**config.mk**
```make
export PLATFORM = sky130hd
export DESIGN_NAME = mem_access_ctrl_flat
export DESIGN_NICKNAME = d
export VERILOG_FILES = /design/src/rtl/mem_access_ctrl_if.sv /design/src/rtl/mem_access_ctrl.sv /design/src/flat_wrapper.sv
export SDC_FILE = /design/constraint.sdc
export NUM_CORES = 1
export LEC_CHECK = 0
export BUFFER_PORTS_ARGS = -buffer_cell sky130_fd_sc_hd__buf_2
export CAP_MARGIN = 20
export CORE_MARGIN = 4
export CORE_UTILIZATION = 50
export CTS_CLUSTER_SIZE = 28
export DETAILED_ROUTE_END_ITERATION = 6
export PLACE_DENSITY = 0.85
export SLEW_MARGIN = 20
export SYNTH_ARGS = -nofsm -noshare
export SYNTH_HDL_FRONTEND = slang
export SYNTH_SLANG_ARGS = --single-unit
```
**constraint.sdc**
```tcl
create_clock -name clk -period 4.2 [get_ports clk]
set_input_delay 0 -clock clk [delete_from_list [all_inputs] [get_ports clk]]
set_output_delay 0 -clock clk [all_outputs]
set_load 0.005 [all_outputs]
```
**src/rtl/mem_access_ctrl_if.sv**
```systemverilog
// Request/response bundle between the execute stage and mem_access_ctrl.
// master = requester (execute stage), slave = the controller.
interface mem_access_ctrl_if;
    logic        req_valid;
    logic        req_ready;
    logic        req_store;
    logic [2:0]  req_funct3;
    logic [31:0] req_addr;
    logic [31:0] req_wdata;
    logic        resp_valid;
    logic [31:0] resp_rdata;
    logic        misalign_fault;
    logic        access_fault;

    modport master (
        output req_valid,
        output req_store,
        output req_funct3,
        output req_addr,
        output req_wdata,
        input  req_ready,
        input  resp_valid,
        input  resp_rdata,
        input  misalign_fault,
        input  access_fault
    );

    modport slave (
        input  req_valid,
        input  req_store,
        input  req_funct3,
        input  req_addr,
        input  req_wdata,
        output req_ready,
        output resp_valid,
        output resp_rdata,
        output misalign_fault,
        output access_fault
    );
endinterface

```
**src/rtl/mem_access_ctrl.sv**
```systemverilog
// Load/store access controller in front of data_memory.
// Define MISALIGN_SPLIT_EN to split misaligned accesses instead of faulting.
module mem_access_ctrl (
    input  logic              clk,
    input  logic              reset,
    mem_access_ctrl_if.slave  bus,
    output logic              dm_MemRead,
    output logic              dm_MemWrite,
    output logic [2:0]        dm_funct3,
    output logic [31:0]       dm_address,
    output logic [31:0]       dm_write_data,
    input  logic [31:0]       dm_read_data
);

    typedef enum logic [2:0] {
        IDLE,
        ACC0,
        ACC1,
        SBYTE,
        RESP
    } state_t;

    state_t      state;
    state_t      state_nx;

    logic [2:0]  f3_q;
    logic [31:0] addr_q;
    logic [31:0] wdata_q;
    logic [31:0] rdata_q;
    logic        store_q;
    logic        afault_q;
    logic        mfault_q;

    logic        accept;
    logic        req_legal;
    logic        req_mis;

`ifdef MISALIGN_SPLIT_EN
    logic        mis_q;
    logic [1:0]  k_q;
    logic [1:0]  k_last;
    logic [31:0] w0_q;
    logic [31:0] merged;
    logic [31:0] merge_raw;
    logic [7:0]  sbyte;
`endif

    assign accept = bus.req_valid && (state == IDLE);

    always_comb begin
        req_legal = 1'b0;
        unique case (bus.req_funct3)
            3'b000, 3'b001, 3'b010: req_legal = 1'b1;
            3'b100, 3'b101:         req_legal = !bus.req_store;
            default:                req_legal = 1'b0;
        endcase
    end

    always_comb begin
        req_mis = 1'b0;
        unique case (1'b1)
            bus.req_funct3[1:0] == 2'b01: req_mis = bus.req_addr[0];
            bus.req_funct3[1:0] == 2'b10: req_mis = |bus.req_addr[1:0];
            default:                      req_mis = 1'b0;
        endcase
    end

`ifdef MISALIGN_SPLIT_EN
    // Second word arrives combinationally in ACC1; merge it with w0 here.
    assign merge_raw = 32'({dm_read_data, w0_q} >> {addr_q[1:0], 3'b000});
    assign k_last    = f3_q[1] ? 2'd3 : 2'd1;
    assign sbyte     = 8'(wdata_q >> {k_q, 3'b000});

    always_comb begin
        merged = merge_raw;
        unique case (f3_q)
            3'b001:  merged = {{16{merge_raw[15]}}, merge_raw[15:0]};
            3'b101:  merged = {16'h0000, merge_raw[15:0]};
            default: merged = merge_raw;
        endcase
    end
`endif

    always_ff @(posedge clk) begin
        if (reset) begin
            state <= IDLE;
        end else begin
            state <= state_nx;
        end
    end

    always_comb begin
        state_nx = state;
        unique case (state)
            IDLE: begin
                if (accept) begin
                    if (!req_legal) begin
                        state_nx = RESP;
                    end else if (req_mis) begin
`ifdef MISALIGN_SPLIT_EN
                        state_nx = bus.req_store ? SBYTE : ACC0;
`else
                        state_nx = RESP;
`endif
                    end else begin
                        state_nx = ACC0;
                    end
                end
            end
            ACC0: begin
`ifdef MISALIGN_SPLIT_EN
                state_nx = mis_q ? ACC1 : RESP;
`else
                state_nx = RESP;
`endif
            end
`ifdef MISALIGN_SPLIT_EN
            ACC1: state_nx = RESP;
            SBYTE: begin
                if (k_q == k_last) begin
                    state_nx = RESP;
                end
            end
`endif
            RESP:    state_nx = IDLE;
            default: state_nx = IDLE;
        endcase
    end

    always_comb begin
        bus.req_ready      = (state == IDLE);
        bus.resp_valid     = (state == RESP);
        bus.resp_rdata     = 32'h0;
        bus.misalign_fault = 1'b0;
        bus.access_fault   = 1'b0;
        dm_MemRead         = 1'b0;
        dm_MemWrite        = 1'b0;
        dm_funct3          = 3'b000;
        dm_address         = 32'h0;
        dm_write_data      = 32'h0;
        unique case (state)
            ACC0: begin
`ifdef MISALIGN_SPLIT_EN
                if (mis_q) begin
                    dm_MemRead = 1'b1;
                    dm_funct3  = 3'b010;
                    dm_address = {addr_q[31:2], 2'b00};
                end else begin
                    dm_MemRead    = !store_q;
                    dm_MemWrite   = store_q;
                    dm_funct3     = f3_q;
                    dm_address    = addr_q;
                    dm_write_data = wdata_q;
                end
`else
                dm_MemRead    = !store_q;
                dm_MemWrite   = store_q;
                dm_funct3     = f3_q;
                dm_address    = addr_q;
                dm_write_data = wdata_q;
`endif
            end
`ifdef MISALIGN_SPLIT_EN
            ACC1: begin
                dm_MemRead = 1'b1;
                dm_funct3  = 3'b010;
                dm_address = {addr_q[31:2] + 30'd1, 2'b00};
            end
            SBYTE: begin
                dm_MemWrite   = 1'b1;
                dm_funct3     = 3'b000;
                dm_address    = addr_q + {30'd0, k_q};
                dm_write_data = {24'h0, sbyte};
            end
`endif
            RESP: begin
                bus.resp_rdata     = rdata_q;
                bus.misalign_fault = mfault_q;
                bus.access_fault   = afault_q;
            end
            default: begin
            end
        endcase
    end

    always_ff @(posedge clk) begin
        if (reset) begin
            f3_q     <= 3'b000;
            addr_q   <= 32'h0;
            wdata_q  <= 32'h0;
            rdata_q  <= 32'h0;
            store_q  <= 1'b0;
            afault_q <= 1'b0;
            mfault_q <= 1'b0;
`ifdef MISALIGN_SPLIT_EN
            mis_q    <= 1'b0;
            k_q      <= 2'd0;
            w0_q     <= 32'h0;
`endif
        end else begin
            if (accept) begin
                f3_q     <= bus.req_funct3;
                addr_q   <= bus.req_addr;
                wdata_q  <= bus.req_wdata;
                store_q  <= bus.req_store;
                rdata_q  <= 32'h0;
                afault_q <= !req_legal;
`ifdef MISALIGN_SPLIT_EN
                mfault_q <= 1'b0;
                mis_q    <= req_legal && req_mis;
                k_q      <= 2'd0;
`else
                mfault_q <= req_legal && req_mis;
`endif
            end
            if (state == ACC0 && !store_q) begin
`ifdef MISALIGN_SPLIT_EN
                if (mis_q) begin
                    w0_q <= dm_read_data;
                end else begin
                    rdata_q <= dm_read_data;
                end
`else
                rdata_q <= dm_read_data;
`endif
            end
`ifdef MISALIGN_SPLIT_EN
            if (state == ACC1) begin
                rdata_q <= merged;
            end
            if (state == SBYTE) begin
                k_q <= k_q + 2'd1;
            end
`endif
        end
    end

endmodule

```
**src/flat_wrapper.sv**
```systemverilog
// flat-port wrapper written by rule: the top's interface ports become plain ports
module mem_access_ctrl_flat 
  (clk, reset, dm_MemRead, dm_MemWrite, dm_funct3, dm_address, dm_write_data, dm_read_data, bus_req_valid, bus_req_store, bus_req_funct3, bus_req_addr, bus_req_wdata, bus_req_ready, bus_resp_valid, bus_resp_rdata, bus_misalign_fault, bus_access_fault);
  mem_access_ctrl_if bus_i ();
  input  logic clk;
  input  logic reset;
  output logic dm_MemRead;
  output logic dm_MemWrite;
  output logic [2:0] dm_funct3;
  output logic [31:0] dm_address;
  output logic [31:0] dm_write_data;
  input  logic [31:0] dm_read_data;
  input wire logic [$bits(bus_i.req_valid)-1:0] bus_req_valid;
  input wire logic [$bits(bus_i.req_store)-1:0] bus_req_store;
  input wire logic [$bits(bus_i.req_funct3)-1:0] bus_req_funct3;
  input wire logic [$bits(bus_i.req_addr)-1:0] bus_req_addr;
  input wire logic [$bits(bus_i.req_wdata)-1:0] bus_req_wdata;
  output wire logic [$bits(bus_i.req_ready)-1:0] bus_req_ready;
  output wire logic [$bits(bus_i.resp_valid)-1:0] bus_resp_valid;
  output wire logic [$bits(bus_i.resp_rdata)-1:0] bus_resp_rdata;
  output wire logic [$bits(bus_i.misalign_fault)-1:0] bus_misalign_fault;
  output wire logic [$bits(bus_i.access_fault)-1:0] bus_access_fault;
  assign bus_i.req_valid = bus_req_valid;
  assign bus_i.req_store = bus_req_store;
  assign bus_i.req_funct3 = bus_req_funct3;
  assign bus_i.req_addr = bus_req_addr;
  assign bus_i.req_wdata = bus_req_wdata;
  assign bus_req_ready = bus_i.req_ready;
  assign bus_resp_valid = bus_i.resp_valid;
  assign bus_resp_rdata = bus_i.resp_rdata;
  assign bus_misalign_fault = bus_i.misalign_fault;
  assign bus_access_fault = bus_i.access_fault;
  mem_access_ctrl u_core (.clk(clk), .reset(reset), .bus(bus_i), .dm_MemRead(dm_MemRead), .dm_MemWrite(dm_MemWrite), .dm_funct3(dm_funct3), .dm_address(dm_address), .dm_write_data(dm_write_data), .dm_read_data(dm_read_data));
endmodule
```
# Word-level counts from Yosys, hierarchy flattened
# Index checks and enable logic that the tools add are counted.
[op_classes]
n_eq_ne = 9
reduce_logical = 12
muxes = 16
[op_table]
columns = ["operator", "count"]
rows = [
  ["$mux W32", 5],
  ["$mux W3", 4],
  ["$eq A3 B3 Y1 const B", 3],
  ["$eq A3 B1 Y1 const B", 2],
  ["$logic_not A3 Y1", 2],
  ["$pmux W3 S2", 1],
  ["$mux W1", 4],
  ["$pmux W1 S2", 2],
  ["$reduce_or A2 Y1", 2],
  ["$eq A3 B2 Y1 const B", 1],
  ["$logic_and A1 B1 Y1", 3],
  ["$logic_not A1 Y1", 3],
  ["$reduce_or A3 Y1", 1],
  ["$eq A2 B1 Y1 const B", 1],
  ["$eq A2 B2 Y1 const B", 1],
  ["$ne A2 B1 Y1 const B", 1],
  ["$reduce_bool A2 Y1", 1],
]
[totals]
regBits = 105
inputBits = 103
out_inout_bits = 105

# Logic depth before layout (Yosys ltp)
# Gate-level depths: netlist of run 1.
[logic_depth]
depth_word = 6
depth_mapped = 7

# Least setup slack after synthesis of run 1
# No wires, ideal clock.
[synth_path]
kind = "reg2reg"
startpoint = "register u_core.state[0]"
endpoint = "register u_core.mfault_q"
period_less_slack_ns = 1.447
arrival_ns = 1.322
setup_time_ns = 0.126
path_stages_with_launch = 8
path_slack_ns = 2.753
path_buffers = 4
cell_sequence = "dfxtp_1 -> buf_4 -> or3b_1 -> clkbuf_1 -> buf_6 -> buf_2 -> nand3b_1 -> o41ai_2"
[synth_via]
elab_chain_cells = 2
[synth_rtl]
columns = ["element", "line", "text"]
rows = [
  ["from (decl)", "mem_access_ctrl.sv:23", "state_t state;"],
  ["from (signal assigned)", "mem_access_ctrl.sv:88", "state <= state_nx;"],
  ["$logic_not A3 Y1", "mem_access_ctrl.sv:48", "assign accept = bus.req_valid && (state == IDLE);"],
  ["$logic_and A1 B1 Y1", "mem_access_ctrl.sv:48", ""],
  ["to (signal assigned)", "mem_access_ctrl.sv:213", "mfault_q <= req_legal && req_mis;"],
  ["to (decl)", "mem_access_ctrl.sv:32", "logic mfault_q;"],
]
# Every way passes these cells.
# A chain may end at the register's enable or synchronous reset.

# Worst setup path after layout of run 1
[layout_path]
startpoint = "register u_core.state[0]"
endpoint = "output port dm_MemRead"
[layout_via]
elab_chain_cells = 2
[layout_rtl]
columns = ["element", "line", "text"]
rows = [
  ["$eq A3 B1 Y1", "mem_access_ctrl.sv:141", "unique case (state)"],
  ["$mux W1", "mem_access_ctrl.sv:141", ""],
  ["to (decl)", "flat_wrapper.sv:7", "output logic dm_MemRead;"],
]
# Every way passes these cells.

==> out/results.ini, run 1 <==
[final_layout]
areaGrowthSynthToFinish_pct=50.0
nNetsFinal=961
fillCellCount=570
drive_gt1_share_pct=27.2
n_antenna_cell=0

[worst_hold_path]
worstHoldPathCells=2
whs_endpoint=u_core.addr_q[12]$_SDFFE_PP0P_
holdCritStartpoint=reset
holdCritPathClass=input pin to flip-flop

[place]
dp_hpwl_mm=8.10
port_buffers=207
place.gp.congestion=0.757

[logic_synthesis]
synth.top_cell.area_share_pct=46.9
synth_top_flop_cell=dfxtp_1
synth.largest_area_cell=dfxtp_1
synth.distinct_cells=29
ys_async_sr_fraction_pct=0
yosysMostFrequentCell=nand2_1
ys_ff_latch=104
synthTopCellsByArea=dfxtp_1 47%, and2_1 14%, nand2_1 14%
synth_seq_area_share_pct=46.9
synth_common_cells=168 x nand2_1, 104 x dfxtp_1, 102 x and2_1
syn-cell-area_um2=4440
ys_warn_count=0
syn_inst=581
synth_fp_nets=687
avgSynthCellArea_um2=7.65
synth_edf_count=0

[setup_path]
crit_chain=or3b_2, inv_2, buf_2
critPathMaxStageDelay_ns=0.80
crit_arrival_ns=2.43
path_buf_inv=2
path_depth=3
worstPathRequired_ns=4.20
critical_path_class=flip-flop to output port
crit_path_start=u_core.state[0]$_SDFFE_PP0P_
critical_path.max_fanout=33
end_kind=output port
critPathTopFamily=simple AND/OR/NAND/NOR gates
cpMaxStageDelayCell=or3b_2
r2r_end=u_core.rdata_q[25]$_SDFFE_PP0P_
worstReg2RegStart=u_core.state[0]$_SDFFE_PP0P_
r2r_slack_ns=1.95
cp-start-kind=flip-flop
r2r_cells=4

[sta]
rsz0062_at_grt=no
clock-skew-final_ns=0.0116
hold_viol=0
worst_hold_slack_ns=0.309
final_max_slew_viol_count=0
tightest_slew_ns=1.05
tns_ns=0
finalSetupViolations=0
timing.final.crit_share_pct=57.8
slew_headroom_pct=30.0
fmax_mhz=412
fin_crit_ns=2.43

[die]
start_util_pct=51.2
fp.dieH_um=102
rows=34
die_area_um2=10500
ios=208
dieWidth_um=102
core_area_um2=8680

[drt]
viasPerCell=5.17
drtIter0Drc=248
wire_per_inst_um=15.2
drtAntennaViolNets=0
drc=0
vias=5005
first_pass_iters=5
drt-total-wl_mm=14.7

[clocking]
hold_buffers=101
numClockSinks=104
cts_tree=built
clock-root-buffer=clkbuf_8
cts_buffers=9
post_cts_buffers=0
clkLatencyLatePin_ns=0.35
htreeDepth=3
ctsResizeCount=0
clk_path_buf_depth=2
path_clk_slew_ns=0.10

[flow_run]
max_cap_viol_count=0

[power]
power_density_nw_per_um2=303
irDropWorstVdd_mv=0.236
leakagePower_nw=3.13

[global_route]
overflow=0
grt_pass1_wl_mm=22.7
track_usage_pct=26.9
antenna_found_initial=0
grt_pass1_vias=4952
grt_max_degree=106

[run_status]
status=finished, final reports clean

==> state kept, by name (all words and copies together) (netlist names) <==
name,cells
u_core.state,2
u_core.addr_q,32
u_core.wdata_q,32
u_core.rdata_q,32
u_core.f3_q,3
u_core.afault_q,1
u_core.mfault_q,1
u_core.store_q,1
==> metrics by stage <==
| step | worst slack [ns] | cells | utilization [%] | total power, mW | cell area [µm²] |
|---|---|---|---|---|---|
| floorplan | 2.75 | 581 | - | 1.22 | 4440 |
| global placement | 1.99 | 850 | 62.5 | 1.30 | 5430 |
| detailed placement | 1.89 | 851 | 62.8 | 1.32 | 5450 |
| CTS | 1.65 | 968 | 76.8 | 2.02 | 6660 |
| global route | 1.65 | 968 | 76.8 | 2.10 | 6660 |
| finish | 1.77 | 968 | 76.8 | 2.02 | 6660 |
==> worst max path at each step <==
stage	end	slack, ns
2_1_floorplan	u_core.mfault_q$_SDFFE_PP0P_	2.75
3_5_place_dp	u_core.rdata_q[23]$_SDFFE_PP0P_	1.89
5_1_grt	dm_MemRead	1.65
3_3_place_gp	u_core.rdata_q[20]$_SDFFE_PP0P_	1.99
4_1_cts	dm_MemRead	1.65
6_report	dm_MemRead	1.77
==> metal layers <==
metal / part of all wire (%) / track usage, %
met1: 36 / 28.6
met2: 52 / 49.3
met3: 7.1 / 5.73
met4: 4.4 / 14.4
met5: 0 / 0
==> layout by cell type (no fill, tap or decap), types with 2 or more instances in the layout <==
cell type        n
and2_1         102
clkbuf_8        10
inv_1            2
ha_1             3
clkinvlp_4       2
nand2_1        168
dlygate4sd3_1  101
nor2_1           2
buf_2          206
buf_4            4
a21oi_1        101
nand3_1         32
dfxtp_1        104
o21bai_1         2
==> layout make-up <==
class	instances	area (µm²)	area share [%]
clock buffer	10	138	2.07
inverter	3	11.3	0.169
tap	108	135	2.03
clock inverter	6	67.6	1.01
multi-input combinational	425	2140	32.1
sequential	104	2080	31.2
timing repair buffer	312	2090	31.4
==> worst reg2reg max path: stages, from the launching register on <==
cell and delay [ns]:
dfxtp_1 0.51, or3b_2 0.80, inv_2 0.55, nand2_1 0.12, a21oi_1 0.18
==> power breakdown <==
part	total, mW	internal (mW)	switching, mW	leakage [nW]
logic	0.315	0.153	0.162	2.18
registers	1.06	1.04	0.0259	0.850
clock network	0.639	0.294	0.344	0.0989
total	2.02	1.49	0.532	3.13
==> kinds of logic (layout without fill, tap and decap cells) <==
family	Yosys count	in the layout	synth area share (%)
and+or+nand+nor	313	313	34.1
AOI/OAI and AO/OA	109	109	13.0
adders and majority gates	3	3	0.845
buffers and inverters	52	331	5.21
DFF	104	104	46.9
Power figures use the tool's default switching activity.
==> run 2, diff against run 1 <==
--- a/config.mk
+++ b/config.mk
@@ -8,10 +8,10 @@
 export BUFFER_PORTS_ARGS = -buffer_cell sky130_fd_sc_hd__buf_2
 export CAP_MARGIN = 20
 export CORE_MARGIN = 4
-export CORE_UTILIZATION = 50
+export CORE_UTILIZATION = 42
 export CTS_CLUSTER_SIZE = 28
 export DETAILED_ROUTE_END_ITERATION = 6
-export PLACE_DENSITY = 0.85
+export PLACE_DENSITY = 0.76
 export SLEW_MARGIN = 20
 export SYNTH_ARGS = -nofsm -noshare
 export SYNTH_HDL_FRONTEND = slang
==> constraint.sdc (replaced) <==
create_clock -name clk -period 2.1 [get_ports clk]
set_input_delay 0 -clock clk [delete_from_list [all_inputs] [get_ports clk]]
set_output_delay 0 -clock clk [all_outputs]
set_load 0.005 [all_outputs]
==> out/results.ini, run 2 (synthesis results as in run 1) <==
[run_status]
status=finished, final reports clean

[die]
fp.dieH_um=111
core_area_um2=10300
rows=37
die_area_um2=12300
ios=208
start_util_pct=43.0
dieWidth_um=111

[sta]
hold_viol=0
fmax_mhz=516
setup_ws_ns=0.162
rsz0062_at_grt=no
worst_hold_slack_ns=0.165
slew_headroom_pct=55.5
tns_ns=0
fin_crit_ns=1.94
finalSetupViolations=0
final_max_slew_viol_count=0
clock-skew-final_ns=0.00728
tightest_slew_ns=0.668
timing.final.crit_share_pct=92.3

[setup_path]
worstReg2RegStart=u_core.state[0]$_SDFFE_PP0P_
critical_path.max_fanout=33
crit_arrival_ns=1.94
r2r_cells=4
cp-start-kind=flip-flop
worstPathRequired_ns=2.10
end_kind=output port
critical_path_class=flip-flop to output port
r2r_end=u_core.rdata_q[18]$_SDFFE_PP0P_
r2r_slack_ns=0.31

[final_layout]
layout_common_cells=206 x buf_2, 168 x nand2_1, 104 x dfxtp_1
nNetsFinal=965
areaGrowthSynthToFinish_pct=51.7
drive_gt1_share_pct=27.0
post-route-util_pct=65.3
top_regs=u_core.addr_q (32), u_core.rdata_q (32), u_core.wdata_q (32)
final_area_um2=6740
final_common_cell=buf_2

[place]
dp_slack_ns=0.430
port_buffers=207
place_area_um2=5540
place.gp.congestion=0.758
dp_hpwl_mm=8.25

[drt]
drc=0
drtIter0Drc=464
wire_per_inst_um=14.2
viasPerCell=4.90
drtAntennaViolNets=0
first_pass_iters=5
drt-total-wl_mm=14.2
vias=4902

[global_route]
overflow=0
grt_pass1_vias=5018
track_usage_pct=23.2
grt_pass1_wl_mm=24.0
antenna_found_initial=0
grt_max_degree=71

[worst_hold_path]
worstHoldPathCells=2
whs_endpoint=u_core.addr_q[6]$_SDFFE_PP0P_
holdCritPathClass=input pin to flip-flop
holdCritStartpoint=reset

[clocking]
clkLatencyLatePin_ns=0.35
numClockSinks=104
path_clk_slew_ns=0.09
cts_buffers=9
cts_tree=built
ctsResizeCount=0
htreeDepth=3
clock-root-buffer=clkbuf_8
clk_path_buf_depth=2

[power]
irDropWorstVdd_mv=0.387
leakagePower_nw=3.15
power_density_nw_per_um2=591

[flow_run]
max_cap_viol_count=0

run 2: changes by cell type in the layout (fill, tap and decap cells not counted), sizes merged:
cell / previous run / this run
clkbuf: 10 / 12
clkinvlp: 2 / 1
buf: 211 / 215
inv: 4 / 3
diode: 0 / 1
run 2: what timing repair did:
item	4_1_cts	5_1_grt
hold buffers	101	0
hold endpoints to repair	101	0
setup buffers	0	0
run 2: critical path: stages, from the launching register on:
cell	delay, ns
dfxtp_1	0.49
or3b_1	0.42
inv_2	0.46
buf_2	0.23
run 2: where the power goes:
part / internal [mW] / switching [mW] / leakage, nW
Sequential: 2.07 / 0.0501 / 0.850
Clock: 0.558 / 0.660 / 0.0908
Combinational: 0.319 / 0.321 / 2.21
Total: 2.95 / 1.03 / 3.15
run 2: per-layer routing:
metal,vias to the layer above,GRT usage [%],share of wire (%)
met5,-,0,0
met4,0,11.2,4.1
met3,55,6.93,7.5
met2,224,40.4,51
met1,2215,25.7,38
li1,2408,-,-
run 2: area by class of cell:
| type | count | area, µm² |
|---|---|---|
| Antenna cell | 1 | 2.50 |
| Clock inverter | 4 | 55.1 |
| Sequential cell | 104 | 2080 |
| Timing Repair Buffer | 316 | 2150 |
| Multi-Input combinational cell | 425 | 2140 |
| Fill cell | 818 | 3580 |
| Inverter | 3 | 11.3 |
| Clock buffer | 12 | 135 |
| Tap cell | 136 | 170 |
run 2: per-stage QoR:
| stage | instances | power [mW] |
|---|---|---|
| 3_5_place_dp | 883 | 2.65 |
| 5_1_grt | 1000 | 4.20 |
| 6_report | 1001 | 3.98 |
| 3_3_place_gp | 883 | 2.63 |
| 2_1_floorplan | 581 | 2.45 |
| 4_1_cts | 1000 | 4.02 |
run 2: worst max path at each step:
stage | startpoint | to
2_1_floorplan | u_core.state[0]$_SDFFE_PP0P_ | u_core.mfault_q$_SDFFE_PP0P_
3_3_place_gp | u_core.state[2]$_SDFFE_PP0P_ | u_core.rdata_q[20]$_SDFFE_PP0P_
6_report | u_core.state[0]$_SDFFE_PP0P_ | dm_MemRead
4_1_cts | u_core.state[0]$_SDFFE_PP0P_ | dm_MemRead
5_1_grt | u_core.state[0]$_SDFFE_PP0P_ | dm_MemRead
3_5_place_dp | u_core.state[0]$_SDFFE_PP0P_ | u_core.rdata_q[21]$_SDFFE_PP0P_
==> run 3, diff against run 2 <==
--- a/config.mk
+++ b/config.mk
@@ -8,10 +8,11 @@
 export BUFFER_PORTS_ARGS = -buffer_cell sky130_fd_sc_hd__buf_2
 export CAP_MARGIN = 20
 export CORE_MARGIN = 4
-export CORE_UTILIZATION = 42
+export CORE_UTILIZATION = 52
+export CTS_BUF_LIST = sky130_fd_sc_hd__clkbuf_4
 export CTS_CLUSTER_SIZE = 28
 export DETAILED_ROUTE_END_ITERATION = 6
-export PLACE_DENSITY = 0.76
+export PLACE_DENSITY = 0.88
 export SLEW_MARGIN = 20
 export SYNTH_ARGS = -nofsm -noshare
 export SYNTH_HDL_FRONTEND = slang
==> constraint.sdc (replaced) <==
create_clock -name clk -period 2.45 [get_ports clk]
set_input_delay 0 -clock clk [delete_from_list [all_inputs] [get_ports clk]]
set_output_delay 0 -clock clk [all_outputs]
set_load 0.005 [all_outputs]
==> out/results.ini, run 3 (synthesis results as in run 1) <==
[sta]
fin_crit_ns=2.15
hold_viol=0
clock-skew-final_ns=0.0138
slew_headroom_pct=48.0
rsz0062_at_grt=no
tns_ns=0
timing.final.crit_share_pct=87.7
tightest_slew_ns=0.779
fmax_mhz=465
finalSetupViolations=0
final_max_slew_viol_count=0

[final_layout]
areaGrowthSynthToFinish_pct=50.1
top_regs=u_core.addr_q (32), u_core.rdata_q (32), u_core.wdata_q (32)
drive_gt1_share_pct=27.7
layout_common_cells=206 x buf_2, 168 x nand2_1, 104 x dfxtp_1
final_common_cell=buf_2
fillCellCount=508
multi_input_area_um2=2140
nNetsFinal=968
seq_area_um2=2080
final_area_um2=6670

[clocking]
cts_tree=built
path_clk_slew_ns=0.17
numClockSinks=104
clk_path_buf_depth=2
cts_buffers=9
htreeDepth=3
post_cts_buffers=0
clock-root-buffer=clkbuf_4
ctsResizeCount=0
clkLatencyLatePin_ns=0.43
hold_buffers=101

[setup_path]
critPathMaxStageDelay_ns=0.54
cpMaxStageDelayCell=and2b_2
crit_chain=and2b_2, buf_4, and2_1, buf_2
end_kind=output port
path_buf_inv=2
critPathTopFamily=simple AND/OR/NAND/NOR gates
critical_path_class=flip-flop to output port
cp-start-kind=flip-flop
critical_path.max_fanout=36
crit_arrival_ns=2.15
crit_path_start=u_core.state[0]$_SDFFE_PP0P_
worstReg2RegStart=u_core.state[0]$_SDFFE_PP0P_
worstPathRequired_ns=2.45

[place]
port_buffers=207
place.gp.congestion=0.784
place_area_um2=5510
dp_hpwl_mm=8.80

[drt]
vias=5250
drtAntennaViolNets=0
wire_per_inst_um=16.2
drc=0
drt-total-wl_mm=15.7
viasPerCell=5.40
first_pass_iters=5
drtIter0Drc=269

[power]
leakagePower_nw=3.15
totalPowerFinal_mw=3.31
power_density_nw_per_um2=496
irDropWorstVdd_mv=0.299

[global_route]
grt_max_degree=68
antenna_found_initial=0
grt_pass1_wl_mm=25.0
overflow=0
track_usage_pct=30.9
grt_pass1_vias=5336

[worst_hold_path]
holdCritStartpoint=reset
holdCritPathClass=input pin to flip-flop

[die]
rows=33
core_area_um2=8260
fp.dieH_um=100
start_util_pct=53.8
ios=208
die_area_um2=10100
dieWidth_um=100

[run_status]
status=finished, final reports clean

[flow_run]
max_cap_viol_count=0

==> run 3: metal layers <==
layer | track usage (%) | share of wire (%) | vias to the layer above
met3 | 6.25 | 7.6 | 103
met4 | 20.9 | 6.5 | 0
met2 | 55.8 | 52 | 325
li1 | - | - | 2431
met1 | 32.0 | 34 | 2391
met5 | 0 | 0 | -
==> run 3: layout make-up <==
type	count	area share [%]
Antenna cell	1	0.0375
Clock buffer	9	1.01
Clock inverter	7	1.16
Inverter	3	0.169
Multi-Input combinational cell	425	32.1
Sequential cell	104	31.2
Tap cell	105	1.97
Timing Repair Buffer	319	32.4
==> run 3: metrics by stage <==
step           instances  utilization [%]  hold WS [ns]  worst slack [ns]
2_1_floorplan        581                -         0.136              1.00
3_3_place_gp         855             66.7         0.240             0.860
3_5_place_dp         855             66.7         0.247             0.777
4_1_cts              972             80.7        0.0172             0.297
5_1_grt              972             80.7        0.0366            0.0808
6_report             973             80.7        0.0428             0.302
==> run 3: worst reg2reg max path, stage by stage (launching register included) <==
cell	delay, ns
dfxtp_1	0.53
or3b_1	0.43
inv_2	0.43
nand2_1	0.11
a21oi_1	0.22
==> run 3: report_power, final <==
| group | switching, mW | total (mW) | internal, mW |
|---|---|---|---|
| clock network | 0.588 | 0.914 | 0.325 |
| logic | 0.292 | 0.568 | 0.276 |
| registers | 0.0464 | 1.83 | 1.78 |
==> run 3: worst paths after layout <==
check                                                        to  slack (ns)  depth (start not counted)
worst min register to register   u_core.addr_q[27]$_SDFFE_PP0P_        0.46                          2
worst max-delay path                          dm_write_data[20]        0.30                          4
worst min-delay path             u_core.addr_q[20]$_SDFFE_PP0P_        0.04                          2
worst max register to register  u_core.rdata_q[10]$_SDFFE_PP0P_        0.67                          4
